File: src/rtl/csr_diff_shadow.sv
// Difftest shadow of the M-mode CSRs and privilege level, fed through a small event FIFO.
// Optional feature: define CSR_DIFF_BYPASS_EN to apply an event directly when the FIFO is empty.
module csr_diff_shadow #(
    parameter int          HARTID      = 0,
    parameter int          FIFO_DEPTH  = 4,
    parameter logic [63:0] MSTATUS_RST = 64'h0000000a00000000
) (
    input  logic                           clock,
    input  logic                           reset,
    input  logic                           ev_valid,
    output logic                           ev_ready,
    input  logic                           ev_kind,
    input  logic [11:0]                    ev_addr,
    input  logic [63:0]                    ev_data,
    input  logic                           hold,
    input  logic [63:0]                    mip_in,
    output logic [1:0]                     priv,
    output logic [75:0]                    mstatus,
    output logic [75:0]                    mepc,
    output logic [75:0]                    mtval,
    output logic [75:0]                    mscratch,
    output logic [75:0]                    mcause,
    output logic [75:0]                    mtvec,
    output logic [75:0]                    mie,
    output logic [75:0]                    mip,
    output logic [31:0]                    hartid,
    output logic [$clog2(FIFO_DEPTH):0]    level
);
    localparam int AW = $clog2(FIFO_DEPTH);
    localparam int LW = AW + 1;

    typedef struct packed {
        logic        kind;
        logic [11:0] addr;
        logic [63:0] data;
    } ev_t;

    ev_t          mem_q [FIFO_DEPTH];
    ev_t          mem_d [FIFO_DEPTH];
    logic [AW-1:0] wr_ptr_q, wr_ptr_d, rd_ptr_q, rd_ptr_d;
    logic [LW-1:0] count_q, count_d;
    logic [63:0]  mstatus_q, mstatus_d, mie_q, mie_d, mtvec_q, mtvec_d, mscratch_q, mscratch_d;
    logic [63:0]  mepc_q, mepc_d, mcause_q, mcause_d, mtval_q, mtval_d, mip_q, mip_d;
    logic [1:0]   priv_q, priv_d;

    logic full_s, empty_s, push_s, pop_s, bypass_s, enq_s, apply_s;
    ev_t  in_ev_s, apply_ev_s;

    // FIFO control, event selection and shadow next-state
    always_comb begin
        full_s   = (count_q == LW'(FIFO_DEPTH));
        empty_s  = (count_q == {LW{1'b0}});
        push_s   = ev_valid && !full_s;
        pop_s    = !hold && !empty_s;
`ifdef CSR_DIFF_BYPASS_EN
        bypass_s = push_s && empty_s && !hold;
`else
        bypass_s = 1'b0;
`endif
        enq_s    = push_s && !bypass_s;
        apply_s  = pop_s || bypass_s;
        in_ev_s  = '{kind: ev_kind, addr: ev_addr, data: ev_data};
        if (pop_s) begin
            apply_ev_s = mem_q[rd_ptr_q];
        end else begin
            apply_ev_s = in_ev_s;
        end

        mem_d = mem_q;
        if (enq_s) begin
            mem_d[wr_ptr_q] = in_ev_s;
        end else begin
            mem_d[wr_ptr_q] = mem_q[wr_ptr_q];
        end
        wr_ptr_d = enq_s ? wr_ptr_q + AW'(1) : wr_ptr_q;
        rd_ptr_d = pop_s ? rd_ptr_q + AW'(1) : rd_ptr_q;
        case ({enq_s, pop_s})
            2'b10:   count_d = count_q + LW'(1);
            2'b01:   count_d = count_q - LW'(1);
            default: count_d = count_q;
        endcase

        mstatus_d  = mstatus_q;
        mie_d      = mie_q;
        mtvec_d    = mtvec_q;
        mscratch_d = mscratch_q;
        mepc_d     = mepc_q;
        mcause_d   = mcause_q;
        mtval_d    = mtval_q;
        priv_d     = priv_q;
        mip_d      = hold ? mip_q : mip_in;
        // mip is tracked from mip_in, so writes to 0x344 are consumed with no effect
        if (apply_s && !apply_ev_s.kind) begin
            case (apply_ev_s.addr)
                12'h300: mstatus_d  = apply_ev_s.data;
                12'h304: mie_d      = apply_ev_s.data;
                12'h305: mtvec_d    = apply_ev_s.data;
                12'h340: mscratch_d = apply_ev_s.data;
                12'h341: mepc_d     = apply_ev_s.data;
                12'h342: mcause_d   = apply_ev_s.data;
                12'h343: mtval_d    = apply_ev_s.data;
                default: mstatus_d  = mstatus_q;
            endcase
        end else if (apply_s && (apply_ev_s.data[1:0] != 2'b10)) begin
            priv_d = apply_ev_s.data[1:0];
        end else begin
            priv_d = priv_q;
        end
    end

    // State registers: FIFO storage, pointers and shadow CSRs
    always_ff @(posedge clock or posedge reset) begin
        if (reset) begin
            for (int i = 0; i < FIFO_DEPTH; i++) begin
                mem_q[i] <= '0;
            end
            wr_ptr_q   <= {AW{1'b0}};
            rd_ptr_q   <= {AW{1'b0}};
            count_q    <= {LW{1'b0}};
            mstatus_q  <= MSTATUS_RST;
            mie_q      <= 64'h0;
            mtvec_q    <= 64'h0;
            mscratch_q <= 64'h0;
            mepc_q     <= 64'h0;
            mcause_q   <= 64'h0;
            mtval_q    <= 64'h0;
            mip_q      <= 64'h0;
            priv_q     <= 2'b11;
        end else begin
            mem_q      <= mem_d;
            wr_ptr_q   <= wr_ptr_d;
            rd_ptr_q   <= rd_ptr_d;
            count_q    <= count_d;
            mstatus_q  <= mstatus_d;
            mie_q      <= mie_d;
            mtvec_q    <= mtvec_d;
            mscratch_q <= mscratch_d;
            mepc_q     <= mepc_d;
            mcause_q   <= mcause_d;
            mtval_q    <= mtval_d;
            mip_q      <= mip_d;
            priv_q     <= priv_d;
        end
    end

    assign ev_ready = !full_s;
    assign level    = count_q;
    assign priv     = priv_q;
    assign hartid   = 32'(HARTID);
    assign mstatus  = {12'h300, mstatus_q};
    assign mie      = {12'h304, mie_q};
    assign mtvec    = {12'h305, mtvec_q};
    assign mscratch = {12'h340, mscratch_q};
    assign mepc     = {12'h341, mepc_q};
    assign mcause   = {12'h342, mcause_q};
    assign mtval    = {12'h343, mtval_q};
    assign mip      = {12'h344, mip_q};
endmodule

File: config.mk
export PLATFORM = sky130hd
export DESIGN_NAME = csr_diff_shadow
export DESIGN_NICKNAME = d
export VERILOG_FILES = /design/src/rtl/csr_diff_shadow.sv
export SDC_FILE = /design/constraint.sdc
export NUM_CORES = 2
export LEC_CHECK = 0
export ABC_AREA = 1
export ABC_CLOCK_PERIOD_IN_PS = 35100
export CAP_MARGIN = 20
export CORE_AREA = 2 2 309 311
export DETAILED_ROUTE_END_ITERATION = 12
export DIE_AREA = 0 0 311 313
export GPL_ROUTABILITY_DRIVEN = 0
export HOLD_SLACK_MARGIN = 0.1
export PLACE_DENSITY_LB_ADDON = 0.3
export SLEW_MARGIN = 20
export SYNTH_ARGS = -nofsm -noshare
export SYNTH_HDL_FRONTEND = slang
export SYNTH_SLANG_ARGS = --single-unit
export TNS_END_PERCENT = 30
File: constraint.sdc
create_clock -name clock -period 35.1 [get_ports clock]
set_input_delay 10.53 -clock clock [delete_from_list [all_inputs] [get_ports clock]]
set_output_delay 10.53 -clock clock [all_outputs]
set_load 0.005 [all_outputs]
==> results.py <==
metrics = {
    "status": {
        "status": "finished, final reports clean",
    },
    "global_routing": {
        "antenna_found_initial": 15,
        "overflow": 0,
        "grt_max_degree": 194,
        "grt_use_total_pct": 27.07,
        "grt_pass1_wl_um": 205900,
        "grt_pass1_vias": 32760,
    },
    "synth": {
        "synth_warnings": 0,
        "avgSynthCellArea_um2": 8.351,
        "synthArstFlopShare_pct": 100.0,
        "yosysMostFrequentCell": "nand2_1",
        "synth_area_leader_cell": "dfrtp_1",
        "synth-edff-count": 0,
        "syn_inst": 4660,
        "synthDistinctLibCells": 31,
        "ys_seq_area_share_pct": 53.32,
        "syn_area_um2": 38910,
        "ys.flop_type": "dfrtp_1",
        "ys_seq_elements": 829,
        "synth_common_cells": "1123 x nand2_1, 825 x dfrtp_1, 807 x nand3_1",
        "synth_area_leaders": "dfrtp_1 53%, nand2_1 11%, nand3_1 10%",
        "netlist.area_leader.share_pct": 53.05,
    },
    "floorplan": {
        "ios": 791,
        "rows": 113,
        "start_util_pct": 41.33,
        "coreArea_um2": 94160,
        "dieArea_um2": 97340,
        "die_w_um": 311,
        "fp.dieH_um": 313,
    },
    "clock_tree": {
        "worstSkewPairLatency_ns": 0.69,
        "cts_sinks": 829,
        "ctsHoldBuffers": 0,
        "cts_setup_buffers": 0,
        "cts_htree_levels": 3,
        "cts_resized": 0,
        "root_buffer": "clkbuf_16",
        "cts_tree": "built",
        "cts_buffer_depth": 3,
        "path_clk_slew_ns": 0.06,
        "numCtsBuffers": 92,
    },
    "cells_and_area": {
        "fin_cells": 6504,
        "area_growth_syn_to_layout_pct": 27.00,
        "num-nets-final": 5312,
        "drive_above_1_share_pct": 7.966,
    },
    "critical_path": {
        "crit_fanout": 76,
        "crit_type": "input pin to flop",
        "r2r_end": "mtval_q[1]$_DFFE_PP0P_",
        "worstPathRequired_ns": 35.67,
        "crit_path_end": "mtval_q[1]$_DFFE_PP0P_",
        "cp-startpoint": "hold",
        "arrival_ns": 15.73,
        "r2r-start": "level[2]$_DFFE_PP0P_",
        "ff2ff_setup_slack_ns": 29.83,
        "cp-end-kind": "flop",
        "worstSetupStartpointType": "input pin",
        "reg2reg_depth": 14,
    },
    "timing": {
        "finalSetupTns_ns": 0,
        "setup_viol": 0,
        "fmax_mhz": 65.99,
        "period_share_pct": 43.17,
        "hold_slack_ns": 0.4592,
        "tightest_slew_ns": 1.427,
        "rsz0062_at_grt": "no",
        "drv_slew": 0,
        "skew_ns": 0.04602,
        "fin_crit_ns": 15.15,
        "max_slew_margin_pct": 4.886,
        "hold_violations": 0,
    },
    "flow_run": {
        "cap_violations": 0,
    },
    "power": {
        "p_seq_share_pct": 34.9,
        "p_sw_share_pct": 40.63,
        "internal_power_mw": 2.246,
        "max-vdd-ir-drop_v": 0.00006009,
        "total_power_mw": 3.783,
        "power.switching_mw": 1.537,
        "power.density_nw_per_um2": 76.53,
        "p_comb_share_pct": 37.7,
        "power_frac_clock_pct": 27.4,
        "leakage_nw": 23.60,
    },
    "min_path": {
        "hold_class": "flop to flop",
    },
    "placement": {
        "port_buffers": 662,
        "dp_cells": 6330,
        "dp.final_hpwl_um": 86430,
    },
    "route": {
        "first_pass_iters": 6,
        "final_antenna_net_count": 0,
        "drcViolationCount": 0,
        "drt-initial-drc-count": 4136,
        "viasPerCell": 5.415,
        "vias": 35220,
        "wl_per_cell_um": 20.89,
        "wl_um": 135900,
    },
}
[per-layer routing]
layer | part of all wire [%] | vias up | wire, um | global-route usage [%]
met5 | 0.12 | - | 167 | 0
li1 | - | 16210 | - | -
met3 | 9.2 | 266 | 12440 | 6.385
met1 | 42 | 17020 | 57020 | 37.78
met2 | 45 | 1701 | 61720 | 41.78
met4 | 3.3 | 24 | 4507 | 8.564
[power groups by stage]
stage | Sequential (mW) | Combinational [mW] | Clock (mW)
final | 1.32 | 1.43 | 1.04
after global routing | 1.34 | 1.59 | 1.09
after CTS | 1.32 | 1.41 | 1.05
after detailed placement | 1.33 | 1.40 | 0
after global placement | 1.32 | 1.38 | 0
after floorplan | 1.28 | 0.932 | 0
[sequential cells by signal, indices dropped and copies added, names as in the netlist]
signal      flops
level           3
mcause_q       64
mem_q         308
mepc_q         64
mie_q          64
mip_q          64
mscratch_q     64
mstatus_q      64
mtval_q        64
mtvec_q        64
priv            2
rd_ptr_q        2
wr_ptr_q        2
[cell type report]
| cell class | count | area (um2) |
|---|---|---|
| diodes | 4 | 10.01 |
| clock buffers | 128 | 2648 |
| clock inverters | 40 | 611.8 |
| fillers | 8737 | 44740 |
| inverters | 336 | 1274 |
| multi-input cells | 3155 | 15190 |
| flip-flops and latches | 829 | 20760 |
| well taps | 1265 | 1583 |
| repair buffers | 747 | 7347 |
[critical path, stage by stage]
cell     delay, ns
buf_2         0.09
buf_4         0.35
a21oi_4       0.21
buf_4         0.76
buf_4         0.78
nand3_1       0.15
nand2_1       0.13
nand2_1       0.10
nor2_4        0.08
buf_4         0.53
buf_4         0.57
nand2_2       0.57
buf_4         0.51
nand2_1       0.15
nand2_1       0.06
[how the worst min path moves through the flow]
stage,to,slack (ns),cells after the start,from
after detailed placement,mstatus_q[33]$_DFFE_PP1P_,0.45,2,mstatus_q[33]$_DFFE_PP1P_
after global routing,mscratch_q[14]$_DFFE_PP0P_,0.49,2,mscratch_q[14]$_DFFE_PP0P_
after global placement,mstatus_q[30]$_DFFE_PP0P_,0.45,2,mstatus_q[30]$_DFFE_PP0P_
after floorplan,priv[0]$_DFFE_PP1P_,0.45,2,priv[0]$_DFFE_PP1P_
final,mstatus_q[33]$_DFFE_PP1P_,0.46,2,mstatus_q[33]$_DFFE_PP1P_
after CTS,mstatus_q[33]$_DFFE_PP1P_,0.46,2,mstatus_q[33]$_DFFE_PP1P_
[cells in the final DEF (no fill, tap or decap), types with 21 or more instances in the layout]
cell type           n
mux2_2             64
nand3_1           807
dfrtp_1           822
buf_4              78
a31oi_1            50
inv_1             331
nor2_1             76
o211ai_1           82
clkbuf_8           21
clkbuf_16          92
clkdlybuf4s50_1   661
a21oi_1           203
or2_2              65
nand2_1          1118
conb_1            128
o21ai_0           514
[stage by stage]
| stage | setup WS (ns) | area (um2) | util [%] |
|---|---|---|---|
| final | 19.95 | 49420 | 52.49 |
| after global routing | 19.56 | 49410 | 52.48 |
| after CTS | 19.94 | 49330 | 52.39 |
| after detailed placement | 19.22 | 46070 | 48.93 |
| after global placement | 19.30 | 46060 | 48.92 |
| after floorplan | 1.289 | 39390 | - |
[logic make-up after synthesis]
logic type	synth area share, %
mux	1.852
fa+ha+maj	0.2122
buf+inv	9.360
compound gates	11.91
simple gates	23.24
other cells	0.01930
xor+xnor	0.09004
flops	53.32
Note: power is estimated with default switching activity, not from simulation.
